===== config.mk =====
export PLATFORM = sky130hd
export DESIGN_NAME = dcache_fill_fsm_flat
export DESIGN_NICKNAME = d
export VERILOG_FILES = /design/src/rtl/dcache_fill_if.sv /design/src/rtl/dcache_fill_fsm.sv /design/src/flat_wrapper.sv
export SDC_FILE = /design/constraint.sdc
export NUM_CORES = 1
export LEC_CHECK = 0
export BUFFER_PORTS_ARGS = -buffer_cell sky130_fd_sc_hd__buf_2
export CAP_MARGIN = 0
export CELL_PAD_IN_SITES_DETAIL_PLACEMENT = 0
export CELL_PAD_IN_SITES_GLOBAL_PLACEMENT = 2
export CORE_ASPECT_RATIO = 1.75
export CORE_MARGIN = 2
export CORE_UTILIZATION = 21
export CTS_CLUSTER_SIZE = 16
export DETAILED_ROUTE_END_ITERATION = 10
export PLACE_DENSITY_LB_ADDON = 0.1
export SLEW_MARGIN = 0
export SYNTH_ARGS = -nofsm -noshare
export SYNTH_HDL_FRONTEND = slang
export SYNTH_SLANG_ARGS = --single-unit

===== constraint.sdc =====
create_clock -name clk -period 1.35 [get_ports clk]
set_input_delay 0.3375 -clock clk [delete_from_list [all_inputs] [get_ports clk]]
set_output_delay 0.3375 -clock clk [all_outputs]
set_load 0.02 [all_outputs]

===== src/rtl/dcache_fill_if.sv =====
`default_nettype none
// ============================================================================
// dcache_fill_if : miss/memory/array signal bundle for the D-cache fill FSM
// Revision 1.0
// ============================================================================
interface dcache_fill_if #(
  parameter int ADDR_WIDTH  = 16,
  parameter int BLOCK_WORDS = 8
);
  localparam int SEL_W = (BLOCK_WORDS > 1) ? $clog2(BLOCK_WORDS) : 1;

  logic                  miss_detected;
  logic [ADDR_WIDTH-1:0] miss_address;
  logic                  memory_data_valid;
  logic [15:0]           memory_data;
  logic                  fsm_busy;
  logic                  mem_en;
  logic [ADDR_WIDTH-1:0] mem_addr;
  logic                  write_data_array;
  logic                  write_tag_array;
  logic [SEL_W-1:0]      array_word_sel;
  logic [15:0]           array_data;

  modport master (
    input  miss_detected, miss_address, memory_data_valid, memory_data,
    output fsm_busy, mem_en, mem_addr, write_data_array, write_tag_array,
           array_word_sel, array_data
  );

  modport slave (
    output miss_detected, miss_address, memory_data_valid, memory_data,
    input  fsm_busy, mem_en, mem_addr, write_data_array, write_tag_array,
           array_word_sel, array_data
  );
endinterface
`default_nettype wire


===== src/rtl/dcache_fill_fsm.sv =====
`default_nettype none
// ============================================================================
// dcache_fill_fsm : fetches a whole block on a D-cache miss, tag written last
// Revision 1.0
// ============================================================================
module dcache_fill_fsm #(
  parameter int BLOCK_WORDS = 8,
  parameter int ADDR_WIDTH  = 16
) (
  input  wire            clk,
  input  wire            rst,
  dcache_fill_if.master  bus
);
  localparam int CW    = $clog2(BLOCK_WORDS) + 1;
  localparam int SEL_W = (BLOCK_WORDS > 1) ? $clog2(BLOCK_WORDS) : 1;

  localparam logic [CW-1:0]         c_bw         = CW'(BLOCK_WORDS);
  localparam logic [CW-1:0]         c_last       = CW'(BLOCK_WORDS - 1);
  localparam logic [ADDR_WIDTH-1:0] c_align_mask = ~ADDR_WIDTH'(2 * BLOCK_WORDS - 1);

  typedef enum logic [0:0] {
    IDLE = 1'b0,
    FILL = 1'b1
  } state_t;

  state_t                r_state;
  state_t                w_next_state;
  logic [CW-1:0]         r_issue_cnt;
  logic [CW-1:0]         r_recv_cnt;
  logic [ADDR_WIDTH-1:0] r_base;
  logic                  w_issue;
  logic                  w_write;

  always_ff @(posedge clk) begin
    if (rst) begin
      r_state     <= IDLE;
      r_issue_cnt <= '0;
      r_recv_cnt  <= '0;
      r_base      <= '0;
    end else begin
      r_state <= w_next_state;
      if (r_state == IDLE) begin
        if (bus.miss_detected) begin
          r_base <= bus.miss_address & c_align_mask;
        end
        r_issue_cnt <= '0;
        r_recv_cnt  <= '0;
      end else begin
        // Request and response sides advance independently.
        if (w_issue) r_issue_cnt <= r_issue_cnt + CW'(1);
        if (w_write) r_recv_cnt  <= r_recv_cnt + CW'(1);
      end
    end
  end

  always_comb begin
    w_next_state         = r_state;
    w_issue              = 1'b0;
    w_write              = 1'b0;
    bus.fsm_busy         = 1'b0;
    bus.mem_en           = 1'b0;
    bus.mem_addr         = '0;
    bus.write_data_array = 1'b0;
    bus.write_tag_array  = 1'b0;
    bus.array_word_sel   = '0;
    bus.array_data       = '0;

    case (r_state)
      IDLE: begin
        bus.fsm_busy = bus.miss_detected;
        if (bus.miss_detected) w_next_state = FILL;
      end
      FILL: begin
        bus.fsm_busy = 1'b1;
        w_issue      = (r_issue_cnt < c_bw);
        w_write      = bus.memory_data_valid && (r_recv_cnt < c_bw);
        if (w_issue) begin
          bus.mem_en   = 1'b1;
          bus.mem_addr = r_base + (ADDR_WIDTH'(r_issue_cnt) << 1);
        end
        if (w_write) begin
          bus.write_data_array = 1'b1;
          bus.array_word_sel   = r_recv_cnt[SEL_W-1:0];
          bus.array_data       = bus.memory_data;
          // Final word: tag goes in alongside the last data write.
          if (r_recv_cnt == c_last) begin
            bus.write_tag_array = 1'b1;
            w_next_state        = IDLE;
          end
        end
      end
      default: w_next_state = IDLE;
    endcase
  end
endmodule
`default_nettype wire

===== src/flat_wrapper.sv =====
// flat-port wrapper written by rule: the top's interface ports become plain ports
module dcache_fill_fsm_flat 
#(
  parameter int BLOCK_WORDS = 8,
  parameter int ADDR_WIDTH  = 16
)
  (clk, rst, bus_miss_detected, bus_miss_address, bus_memory_data_valid, bus_memory_data, bus_fsm_busy, bus_mem_en, bus_mem_addr, bus_write_data_array, bus_write_tag_array, bus_array_word_sel, bus_array_data);
  dcache_fill_if #(.ADDR_WIDTH(ADDR_WIDTH), .BLOCK_WORDS(BLOCK_WORDS)) bus_i ();
  input  wire clk;
  input  wire rst;
  input wire logic [$bits(bus_i.miss_detected)-1:0] bus_miss_detected;
  input wire logic [$bits(bus_i.miss_address)-1:0] bus_miss_address;
  input wire logic [$bits(bus_i.memory_data_valid)-1:0] bus_memory_data_valid;
  input wire logic [$bits(bus_i.memory_data)-1:0] bus_memory_data;
  output wire logic [$bits(bus_i.fsm_busy)-1:0] bus_fsm_busy;
  output wire logic [$bits(bus_i.mem_en)-1:0] bus_mem_en;
  output wire logic [$bits(bus_i.mem_addr)-1:0] bus_mem_addr;
  output wire logic [$bits(bus_i.write_data_array)-1:0] bus_write_data_array;
  output wire logic [$bits(bus_i.write_tag_array)-1:0] bus_write_tag_array;
  output wire logic [$bits(bus_i.array_word_sel)-1:0] bus_array_word_sel;
  output wire logic [$bits(bus_i.array_data)-1:0] bus_array_data;
  assign bus_i.miss_detected = bus_miss_detected;
  assign bus_i.miss_address = bus_miss_address;
  assign bus_i.memory_data_valid = bus_memory_data_valid;
  assign bus_i.memory_data = bus_memory_data;
  assign bus_fsm_busy = bus_i.fsm_busy;
  assign bus_mem_en = bus_i.mem_en;
  assign bus_mem_addr = bus_i.mem_addr;
  assign bus_write_data_array = bus_i.write_data_array;
  assign bus_write_tag_array = bus_i.write_tag_array;
  assign bus_array_word_sel = bus_i.array_word_sel;
  assign bus_array_data = bus_i.array_data;
  dcache_fill_fsm #(.BLOCK_WORDS(BLOCK_WORDS), .ADDR_WIDTH(ADDR_WIDTH)) u_core (.clk(clk), .rst(rst), .bus(bus_i));
endmodule

==> flow_summary.json <==
{
  "run_status": "finished with violations",
  "violations": "negative setup slack",
  "clock_latency_ns": 0.25,
  "track_usage_pct": 11.1,
  "ys_top_cells_by_area": "dfxtp_1, and3_1, and2_1",
  "p_int_mw": 1.01,
  "worst_path_max_delay_cell": "dfxtp_4",
  "grt_antenna_before_repair": 0,
  "drtIter0Drc": 21,
  "cp_top_family": "flip-flops",
  "drive_gt1_share_pct": 50.5,
  "dr.pass1.iters": 4,
  "syn-mean-instance-area_um2": 8.44,
  "p_comb_share_pct": 23.2,
  "synth_edf_count": 0,
  "required_ns": 1.01,
  "ys_top_cells_by_count": "nand2_1, dfxtp_1, and3_1",
  "fmax_ghz": 0.649,
  "power_density_nw_per_um2": 756,
  "die_w_um": 59.0,
  "ys_types": 26,
  "rsz0062_at_grt": "true",
  "switchingPower_mw": 0.374,
  "startpoint_type": "register",
  "hold_depth": 2,
  "gp_congestion": 0.746,
  "hold_path_startpoint": "rst",
  "path_class": "reg -> out",
  "period_minus_slack_ns": 1.54,
  "cts_tree": "yes",
  "die_h_um": 100,
  "yosysWarnings": 0,
  "cts_htree_levels": 1,
  "path_clk_slew_ns": 0.07,
  "worstSetupStartpoint": "u_core.r_state",
  "ys.flop_type": "dfxtp_1",
  "cap_violations": 0,
  "wire_per_inst_um": 11.9,
  "finalNetCount": 245,
  "setup_ws_ns": -0.192,
  "vias": 1148,
  "swShare_pct": 26.9,
  "peakVddDrop_v": 0.000393,
  "r2r-start": "u_core.r_state",
  "place_inst": 256,
  "power.total_mw": 1.39,
  "port_buffers": 69,
  "grt_overflow": 0,
  "hold_viol": 0,
  "routed_wl_um": 3120,
  "period_share_pct": 114,
  "p_seq_share_pct": 47.6,
  "synth_fp_nets": 170,
  "synth_top_area_share_pct": 37.8,
  "avgViaCountPerCell": 4.40,
  "setup_violations": 37,
  "hold_slack_ns": 0.263,
  "cts_hold_buf": 0,
  "clockRootBuffer": "clkbuf_8",
  "hp-class": "in -> reg",
  "dp_hpwl_um": 2410,
  "netlist_area_um2": 1110,
  "async_flop_share_pct": 0,
  "ys_seq_area_share_pct": 37.8,
  "n_antenna_cell": 0,
  "detail-route-antenna-nets": 0,
  "grt_max_degree": 22,
  "clock_path_buffers": 2,
  "clock_sinks": 21,
  "first_global_vias": 1149,
  "instances_no_fill": 261,
  "yosysTopAreaCell": "dfxtp_1",
  "io_pins": 75,
  "path_max_fanout": 16,
  "ff2ff_path_depth": 4,
  "cpPeakStageDelay_ns": 0.38,
  "crit_buf_inv": 2,
  "route.detailed.drc": 0,
  "num_rows": 35,
  "grt_pass1_wl_um": 5120,
  "crit_arrival_ns": 1.20,
  "cp.depth": 4,
  "start_util_pct": 21.4,
  "yosysMostFrequentCell": "nand2_1",
  "ys_ff_latch": 21,
  "crit_path_end_kind": "output port",
  "fin_skew_ns": 0.000907,
  "p_clk_share_pct": 29.2,
  "maxSlewViolCount": 0,
  "synth_cells": 132,
  "area_delta_synth_final_pct": 64.8,
  "core_area_um2": 5210,
  "cts_made_buffers": 3,
  "die_area_um2": 5920,
  "cp_cell_sequence": "nor2b_4 -> buf_12 -> and2_1 -> buf_6",
  "p_leak_nw": 0.906
}
worst paths after layout:
path / endpoint / slack (ns)
setup / recovery: bus_mem_addr[6] / -0.19
hold / removal: u_core.r_state / 0.26
setup reg to reg: u_core.r_base[8] / 0.23
hold reg to reg: u_core.r_base[5] / 0.45
power by group through the flow:
stage | Sequential, mW | Combinational (mW) | Clock [mW]
6_report | 0.660 | 0.322 | 0.405
4_1_cts | 0.660 | 0.318 | 0.429
3_3_place_gp | 0.674 | 0.286 | 0
2_1_floorplan | 0.672 | 0.172 | 0
3_5_place_dp | 0.674 | 0.290 | 0
5_1_grt | 0.665 | 0.352 | 0.464
cell usage in the layout (no fill, tap or decap):
cell      Yosys  routed
a21oi_1       2       2
inv_1         1       1
nor2b_2       1       1
and2_4        0       3
and3_1       19      18
buf_6         2      30
dfxtp_2       0       1
conb_1        1       1
buf_2         3      33
xor2_1        3       3
nand2b_1      1       1
clkbuf_1      2       1
nand3b_1      2       2
xnor2_1       1       1
a31oi_1       1       1
clkbuf_8      0       3
dfxtp_4       0       1
nand2_1      24      24
ha_1          2       2
mux2i_1       2       2
and2_1       17      14
and3_4        0       1
buf_12        0       2
dfxtp_1      21      19
nor2_1        9       9
a21oi_2      10      10
a211oi_2      1       1
a41oi_1       1       1
buf_4         2      15
nor2b_4       2       2
nand2b_2      1       1
routing by layer:
metal | up-vias | track usage (%) | share of wire [%]
met5 | - | 0 | 0
met4 | 0 | 3.85 | 0.80
met3 | 2 | 1.93 | 6.5
met2 | 41 | 21.5 | 56
met1 | 527 | 11.3 | 36
li1 | 578 | - | -
registers in the layout, indices dropped and copies added, names as in the netlist:
| signal | flops |
|---|---|
| u_core.r_issue_cnt | 4 |
| u_core.r_base | 12 |
| u_core.r_state | 1 |
| u_core.r_recv_cnt | 4 |
metrics by stage:
stage | utilization [%] | TNS, ns | setup WS [ns] | area, um^2
finish | 35.2 | -6.11 | -0.192 | 1840
global route | 35.2 | -8.53 | -0.253 | 1840
CTS | 33.9 | -6.70 | -0.215 | 1760
detailed placement | 30.0 | -0.962 | -0.0858 | 1560
global placement | 30.0 | -0.929 | -0.0780 | 1560
floorplan | - | 0 | 0.00360 | 1110
cell type report:
class | instances | area (um^2)
inverter | 1 | 3.75
tap | 55 | 68.8
fill | 548 | 3380
timing repair buffer | 80 | 656
clock buffer | 4 | 45.0
sequential | 21 | 425
multi-input combinational | 100 | 637
cells by family (layout without fill, tap and decap cells):
kind of cell	Yosys count	in the layout	share of synthesized area, %
and+or+nand+nor	76	76	37.3
DFF	21	21	37.8
AOI/OAI and AO/OA	15	15	11.2
buffers and inverters	11	85	6.18
xor gates and xnor gates	4	4	3.15
adders and majority gates	2	2	2.25
muxes	2	2	1.80
other	1	1	0.337
repair_timing:
action | in CTS | in global routing
buffers inserted | 0 | 1
endpoints found under the hold margin | 0 | 0
resized for setup | 55 | 18
setup endpoints to repair | 38 | 38
(Power assumes the default switching activity.)
